### src/rtl/l2_cache_ctrl_nway.sv
// N-way write-back/write-allocate L2 control FSM; optional perf counters under L2_PERF_CNT_EN.
// Latency: hit responds in the LOOKUP cycle after IDLE; miss adds FILL (and EVICT if dirty) then re-lookup.
// Backpressure: upstream holds mem_read/mem_write until mem_resp; EVICT waits on ewb_ready, FILL on pmem_resp.
module l2_cache_ctrl_nway #(
  parameter int WAYS     = 4,
  parameter int ADDR_W   = 16,
  parameter int OFFSET_W = 5,
  parameter int INDEX_W  = 4,
  localparam int WAY_W   = $clog2(WAYS),
  localparam int TAG_W   = ADDR_W - INDEX_W - OFFSET_W
) (
  input  logic              clk,
  input  logic              reset,
  input  logic              mem_read,
  input  logic              mem_write,
  input  logic [ADDR_W-1:0] mem_address,
  output logic              mem_resp,
  input  logic [WAYS-1:0]   hit_vec,
  input  logic [WAYS-1:0]   valid_vec,
  input  logic [WAYS-1:0]   dirty_vec,
  input  logic [WAY_W-1:0]  lru_way,
  input  logic [TAG_W-1:0]  victim_tag,
  output logic [WAY_W-1:0]  victim_way,
  output logic [WAYS-1:0]   ld_data,
  output logic              data_sel_write,
  output logic              ld_tag,
  output logic [WAYS-1:0]   ld_dirty,
  output logic              dirty_in,
  output logic              ld_lru,
  output logic [WAY_W-1:0]  lru_touch_way,
  input  logic              ewb_ready,
  output logic              ewb_push,
  output logic [ADDR_W-1:0] ewb_addr,
  output logic              pmem_read,
  output logic [ADDR_W-1:0] pmem_address,
  input  logic              pmem_resp
`ifdef L2_PERF_CNT_EN
  ,
  output logic [15:0]       hit_cnt,
  output logic [15:0]       miss_cnt,
  output logic [15:0]       wb_cnt
`endif
);

  typedef enum logic [1:0] {IDLE, LOOKUP, EVICT, FILL} state_t;

  state_t           state;
  logic [WAY_W-1:0] victim_q;
  logic             req;
  logic             any_hit;
  logic [WAY_W-1:0] hit_way;
  logic [WAY_W-1:0] free_way;
  logic             has_free;
  logic [WAY_W-1:0] miss_way;
  logic             miss_dirty;
  logic             unused_offset;

  function automatic logic [WAYS-1:0] onehot(input logic [WAY_W-1:0] w);
    logic [WAYS-1:0] v;
    v    = '0;
    v[w] = 1'b1;
    return v;
  endfunction

  assign req     = mem_read | mem_write;
  assign any_hit = |hit_vec;

  // Descending scan so the lowest matching index wins, including illegal multi-hot hits.
  always_comb begin
    hit_way  = '0;
    free_way = '0;
    has_free = 1'b0;
    for (int i = WAYS - 1; i >= 0; i--) begin
      if (hit_vec[i]) hit_way = WAY_W'(i);
      if (!valid_vec[i]) begin
        free_way = WAY_W'(i);
        has_free = 1'b1;
      end
    end
  end

  assign miss_way   = has_free ? free_way : lru_way;
  assign miss_dirty = valid_vec[miss_way] & dirty_vec[miss_way];

  assign ewb_addr      = {victim_tag, mem_address[OFFSET_W +: INDEX_W], {OFFSET_W{1'b0}}};
  assign pmem_address  = {mem_address[ADDR_W-1:OFFSET_W], {OFFSET_W{1'b0}}};
  assign unused_offset = ^mem_address[OFFSET_W-1:0];

  always_ff @(posedge clk) begin
    if (reset) begin
      state    <= IDLE;
      victim_q <= '0;
    end else begin
      case (state)
        IDLE:   if (req) state <= LOOKUP;
        LOOKUP: begin
          if (!req || any_hit) begin
            state <= IDLE;
          end else begin
            victim_q <= miss_way;
            state    <= miss_dirty ? EVICT : FILL;
          end
        end
        EVICT:  if (ewb_ready) state <= FILL;
        FILL:   if (pmem_resp) state <= LOOKUP;
        default: state <= IDLE;
      endcase
    end
  end

  always_comb begin
    mem_resp       = 1'b0;
    victim_way     = '0;
    ld_data        = '0;
    data_sel_write = 1'b0;
    ld_tag         = 1'b0;
    ld_dirty       = '0;
    dirty_in       = 1'b0;
    ld_lru         = 1'b0;
    lru_touch_way  = '0;
    ewb_push       = 1'b0;
    pmem_read      = 1'b0;
    case (state)
      LOOKUP: begin
        if (req && any_hit) begin
          mem_resp      = 1'b1;
          ld_lru        = 1'b1;
          lru_touch_way = hit_way;
          if (mem_write) begin
            ld_data        = onehot(hit_way);
            data_sel_write = 1'b1;
            ld_dirty       = onehot(hit_way);
            dirty_in       = 1'b1;
          end
        end else if (req) begin
          victim_way = miss_way;
        end
      end
      EVICT: begin
        victim_way = victim_q;
        // Push and dirty-clear share the one cycle the EWB accepts the line.
        if (ewb_ready) begin
          ewb_push = 1'b1;
          ld_dirty = onehot(victim_q);
        end
      end
      FILL: begin
        victim_way = victim_q;
        pmem_read  = 1'b1;
        if (pmem_resp) begin
          ld_data  = onehot(victim_q);
          ld_tag   = 1'b1;
          ld_dirty = onehot(victim_q);
        end
      end
      default: ;
    endcase
  end

`ifdef L2_PERF_CNT_EN
  // missed_q marks a request already counted as a miss so its re-lookup hit is not counted.
  logic missed_q;

  always_ff @(posedge clk) begin
    if (reset) begin
      missed_q <= 1'b0;
      hit_cnt  <= '0;
      miss_cnt <= '0;
      wb_cnt   <= '0;
    end else begin
      if (state == LOOKUP && req) begin
        if (any_hit) begin
          missed_q <= 1'b0;
          if (!missed_q && hit_cnt != 16'hFFFF) hit_cnt <= hit_cnt + 16'd1;
        end else begin
          missed_q <= 1'b1;
          if (miss_cnt != 16'hFFFF) miss_cnt <= miss_cnt + 16'd1;
        end
      end else if (state == IDLE) begin
        missed_q <= 1'b0;
      end
      if (ewb_push && wb_cnt != 16'hFFFF) wb_cnt <= wb_cnt + 16'd1;
    end
  end
`endif

endmodule

### config.mk
export PLATFORM = sky130hd
export DESIGN_NAME = l2_cache_ctrl_nway
export DESIGN_NICKNAME = d
export VERILOG_FILES = /design/src/rtl/l2_cache_ctrl_nway.sv
export SDC_FILE = /design/constraint.sdc
export NUM_CORES = 1
export LEC_CHECK = 0
export CAP_MARGIN = 20
export CELL_PAD_IN_SITES_DETAIL_PLACEMENT = 1
export CELL_PAD_IN_SITES_GLOBAL_PLACEMENT = 1
export CORE_ASPECT_RATIO = 1.2
export CORE_UTILIZATION = 18
export CTS_CLUSTER_DIAMETER = 60
export DETAILED_ROUTE_END_ITERATION = 10
export PLACE_DENSITY = 0.95
export SYNTH_ARGS = -nofsm -noshare
export SYNTH_HDL_FRONTEND = slang
export SYNTH_SLANG_ARGS = --single-unit
### constraint.sdc
create_clock -name clk -period 2.92 [get_ports clk]
set_input_delay 0.584 -clock clk [delete_from_list [all_inputs] [get_ports clk]]
set_output_delay 0.584 -clock clk [all_outputs]
set_load 0.02 [all_outputs]
# Word-level counts from Yosys, hierarchy flattened

Index checks and enable logic that the tools add are counted.

$add $sub $neg: 0
$mul: 0
Div/mod/pow operators: 0
Order comparisons: 5
Equal/unequal tests: 6
Shifts and indexed selects: 0
Muxes and demuxes: 48
Bitwise operators: 3
Reduce and logical (&&, ||, !) cells: 10

Operator list:

| cell                                                                   | count |
|---|---|
| 2-bit two-way mux                                                      | 17 |
| 1-bit two-way mux                                                      | 19 |
| 4-bit two-way mux                                                      | 4 |
| 4-bit case mux with 3 select lines                                     | 1 |
| 2-bit by 3-bit < comparator with 1-bit output (second input constant)  | 3 |
| 2-bit case mux with 4 select lines                                     | 1 |
| 4-bit case mux with 2 select lines                                     | 1 |
| 2-bit inequality test (second input constant)                          | 3 |
| 1-bit binary-select mux with 2-bit select                              | 2 |
| 1-bit demux with 2-bit select                                          | 2 |
| 2-bit == test (second input constant)                                  | 2 |
| 2-bit by 1-bit >= comparator with 1-bit output (second input constant) | 2 |
| 2-bit case mux with 2 select lines                                     | 1 |
| 4-bit OR reduction                                                     | 1 |
| 1-bit logical AND                                                      | 3 |
| 3-bit AND reduction                                                    | 1 |
| 2-bit by 1-bit == test with 1-bit output (second input constant)       | 1 |
| 2-bit zero test                                                        | 1 |
| 2-bit AND reduction                                                    | 1 |
| 2-bit OR reduction                                                     | 1 |
| 1-bit bitwise AND                                                      | 1 |
| 1-bit zero test                                                        | 1 |
| 1-bit logical OR                                                       | 1 |
| 1-bit inverter                                                         | 1 |
| 1-bit OR                                                               | 1 |

Register bits after elaboration: 4
Bits in latches: 0
Memory bits (writable): 0
Bits in read-only memories: 0
Input bits: 43
Output and inout port bits: 51
Logic and storage cells: 74
Memories: 0

# Depth between registers and ports, before layout

Depth after elaboration: 11
Mapped depth: 6
Depth with buffers taken out: 6

# Worst setup path after synthesis

No wires, ideal clock.

Kind: register -> output
From: register state[0]
To: output ld_dirty[1]
Data arrival time: 1.755 ns
Slack: 0.581 ns
Cell stages (with the launch flop): 6
Path buffers: 0
Cell sequence: dfxtp_1 ha_1 nand3_1 o21ai_0 a31oi_1 nor2_1

Word-level cells in the longest chain between the ends: 2
Elaborated cells on any way between the ends: 4
Those cells by class: 3 x eq/ne; 1 x mux

Ends and longest elaborated chain:

| element                                                                   | RTL line | RTL |
|---|---|---|
| start: declaration                                                        | 47       | `state_t state;` |
| start signal: assignment                                                  | 101      | `state <= miss_dirty ? EVICT : FILL;` |
| 2-bit == test or 2-bit by 1-bit == test with 1-bit output (tied branches) | 123      | `case (state)` |
| 4-bit case mux with 3 select lines (*)                                    | 123      |  |
| end: declaration                                                          | 27       | `output logic [WAYS-1:0] ld_dirty,` |

Mark *: on every way between the ends. The rest lies on a longest branch, timed or not.

# Worst setup path in the final report

From: input hit_vec[2]
To: output mem_resp

Word-level cells in the longest chain between the ends: 4

Ends and longest elaborated chain:

| element            | RTL line | RTL |
|---|---|---|
| start: declaration | 18       | `input logic [WAYS-1:0] hit_vec,` |
| 4-bit OR reduction | 66       | `assign any_hit = \|hit_vec;` |
| 1-bit logical AND  | 125      | `if (req && any_hit) begin` |
| 1-bit two-way mux  | 125      |  |
| 1-bit two-way mux  | 123      |  |
| end: declaration   | 17       | `output logic mem_resp,` |

No other way between the ends.

==> out/metrics.cfg <==
[outcome]
outcome = finished clean

[worst_setup_path]
arrival_ns = 2.20
cp_slowest_cell = clkdlybuf4s50_1
cpPeakStageDelay_ns = 0.55
critPathCapture = mem_resp
critPathLaunchType = primary input
path_class = in -> out
crit_path_end_kind = output pin
crit_chain = clkdlybuf4s50_1 > buf_4 > nor4_1 > nor2_1 > clkdlybuf4s50_1
crit_start = hit_vec[2]
path_delay_family = buffers and inverters
r2r_start = state[0]
cp_num_buf_inv = 3
reg2reg_slack_ns = 1.15
reg2reg_depth = 6
cp.depth = 5
required_ns = 2.34
path_max_fanout = 4
r2r-end = state[0]
cpMostUsedCell = clkdlybuf4s50_1

[routing]
viasPerCell = 4.24
via_count = 839
wirelength_um = 2250
detail-route-antenna-nets = 0
drc = 0
wire_per_inst_um = 11.4
first_pass_iters = 3
first_iter_violations = 26

[pwr]
power_w = 0.000291
swShare_pct = 30.5
p_sw_w = 0.0000889
p_per_area_nw_per_um2 = 250
internal-power_w = 0.000202
p_leak_nw = 0.547
seqPwrFrac_pct = 20.3
clockPowerShare_pct = 39.5
ir_drop_v = 0.000110
p_comb_share_pct = 40.2

[yosys]
synth_enable_flop_cells = 0
synth.most_common_cell = buf_4
synth_cells = 115
ys_seq_area_share_pct = 9.83
synth.avg_cell_area_um2 = 7.08
synth_cell_types = 31
synthFlopType = dfxtp_1
async_reset_ff_share_pct = 0
synth_top_area_share_pct = 31.3
yosys_warnings = 0
syn_area_um2 = 815
ys_ff_latch = 4
yosys-top-cells-count = 34 x buf_4, 9 x a21oi_1, 7 x inv_1, 7 x nor2_1
synth.top_cells.by_area = buf_4 31%, dfxtp_1 9.8%, ha_1 7.7%
synth_area_leader_cell = buf_4

[grt]
grt_usage_pct = 9.36
grt_pass1_wl_um = 3570
grt_pass1_vias = 797
antenna_found_initial = 0
grt_max_degree = 9
grt-ovfl-total = 0

[die]
core_um2 = 4290
start_util_pct = 19.0
die_w_um = 63.4
dieArea_um2 = 4800
ios = 94
rows = 26
dieHeight_um = 75.7

[placed_design]
dpl_cell_area_um2 = 1130
place.gp.congestion = 0.852
dp_cells = 195
place.port_buffers = 38
hpwl_um = 1940

[sta]
fin_skew_ns = 0.000912
hold_viol = 0
clock.fmax_mhz = 359
setup_viol = 0
min_period_over_period_pct = 95.4
rsz0062_at_grt = no
tns_ns = 0
period_minus_slack_ns = 2.79
slew_violations = 0

[worst_hold_path]
hold_class = reg -> reg

[clock_tree]
cts_made_buffers = 3
clock-sinks = 4
h-tree-depth = 1
clk_pin_slew_ns = 0.03
cts_tree = done
cts_resized = 8
insertion_delay_ns = 0.21
cts_setup_buffers = 0
root_buffer = clkbuf_8
cts_hold_buf = 0
clk_path_buf_depth = 2

[finish]
nFillCells = 542
layout.nets = 192
diodes = 0
fin_cells = 198
design_area_um2 = 1160
drive_above_1_share_pct = 15.5
regArea_um2 = 80.1
area_delta_synth_final_pct = 42.7
multi_input_area_um2 = 487

[run]
maxCapViolCount = 0

how the worst min path moves through the flow:
stage             start  endpoint  slack [ns]  depth (start not counted)
3_3_place_gp   state[1]  state[1]        0.50                          2
6_report       state[1]  state[1]        0.52                          2
3_5_place_dp   state[1]  state[1]        0.51                          2
4_1_cts        state[1]  state[1]        0.52                          2
5_1_grt        state[1]  state[1]        0.54                          2
2_1_floorplan  state[1]  state[1]        0.47                          2
per-stage QoR:
stage / util (%) / worst slack [ns] / hold WS (ns)
floorplan: - / 0.581 / 0.473
global placement: 26.2 / -0.303 / 0.500
detailed placement: 26.2 / -0.295 / 0.514
CTS: 27.1 / 0.0118 / 0.520
global route: 27.1 / 0.0228 / 0.544
finish: 27.1 / 0.134 / 0.521
logic make-up after synthesis:
| family | count (synthesis) | share of synthesized area (%) |
|---|---|---|
| simple gates | 38 | 26.7 |
| fa+ha+maj | 5 | 7.68 |
| flops | 4 | 9.83 |
| buf+inv | 41 | 34.6 |
| other cells | 1 | 0.460 |
| compound gates | 25 | 19.5 |
| mux | 1 | 1.23 |
registers in the layout (all words and copies together) (netlist names):
signal and flops:
victim_q 2, state 2
power by group through the flow:
| stage | combinational, W | sequential [W] | clock [W] |
|---|---|---|---|
| 2_1_floorplan | 0.000111 | 0.0000591 | 0 |
| 3_3_place_gp | 0.000116 | 0.0000596 | 0 |
| 3_5_place_dp | 0.000119 | 0.0000600 | 0 |
| 4_1_cts | 0.000118 | 0.0000593 | 0.000118 |
| 5_1_grt | 0.000127 | 0.0000597 | 0.000122 |
| 6_report | 0.000117 | 0.0000592 | 0.000115 |
placed cells by master (no fill, tap or decap), types with 3 or more instances in the layout:
cell,instances
nand3_1,4
nand2_1,6
nand2b_1,4
nor2_1,7
inv_1,7
a31oi_1,3
a21oi_1,9
ha_1,5
clkdlybuf4s50_1,28
conb_1,10
clkbuf_8,3
nor2b_1,3
dfxtp_1,4
o21ai_0,6
dlygate4sd2_1,4
dlymetal6s2s_1,4
buf_4,11
cell type report:
class | instances | share of cell area, %
clock buffer | 3 | 3.55
inverter | 7 | 2.26
multi-input combinational | 79 | 41.9
sequential | 4 | 6.89
tap | 56 | 6.03
timing repair buffer | 49 | 39.4
per-layer routing:
| metal | vias to the layer above | GRT usage, % | share of wire (%) |
|---|---|---|---|
| met4 | 0 | 4.29 | 1.3 |
| li1 | 410 | - | - |
| met1 | 388 | 11.0 | 41 |
| met3 | 4 | 1.80 | 8.1 |
| met2 | 37 | 16.7 | 49 |
| met5 | - | 0 | 0 |
worst min-delay path, cell delays in order (launching register included):
cell and delay, ns:
dfxtp_1 0.33, nand2b_1 0.08, a21oi_1 0.05
Note: power is estimated with default switching activity, not from simulation.
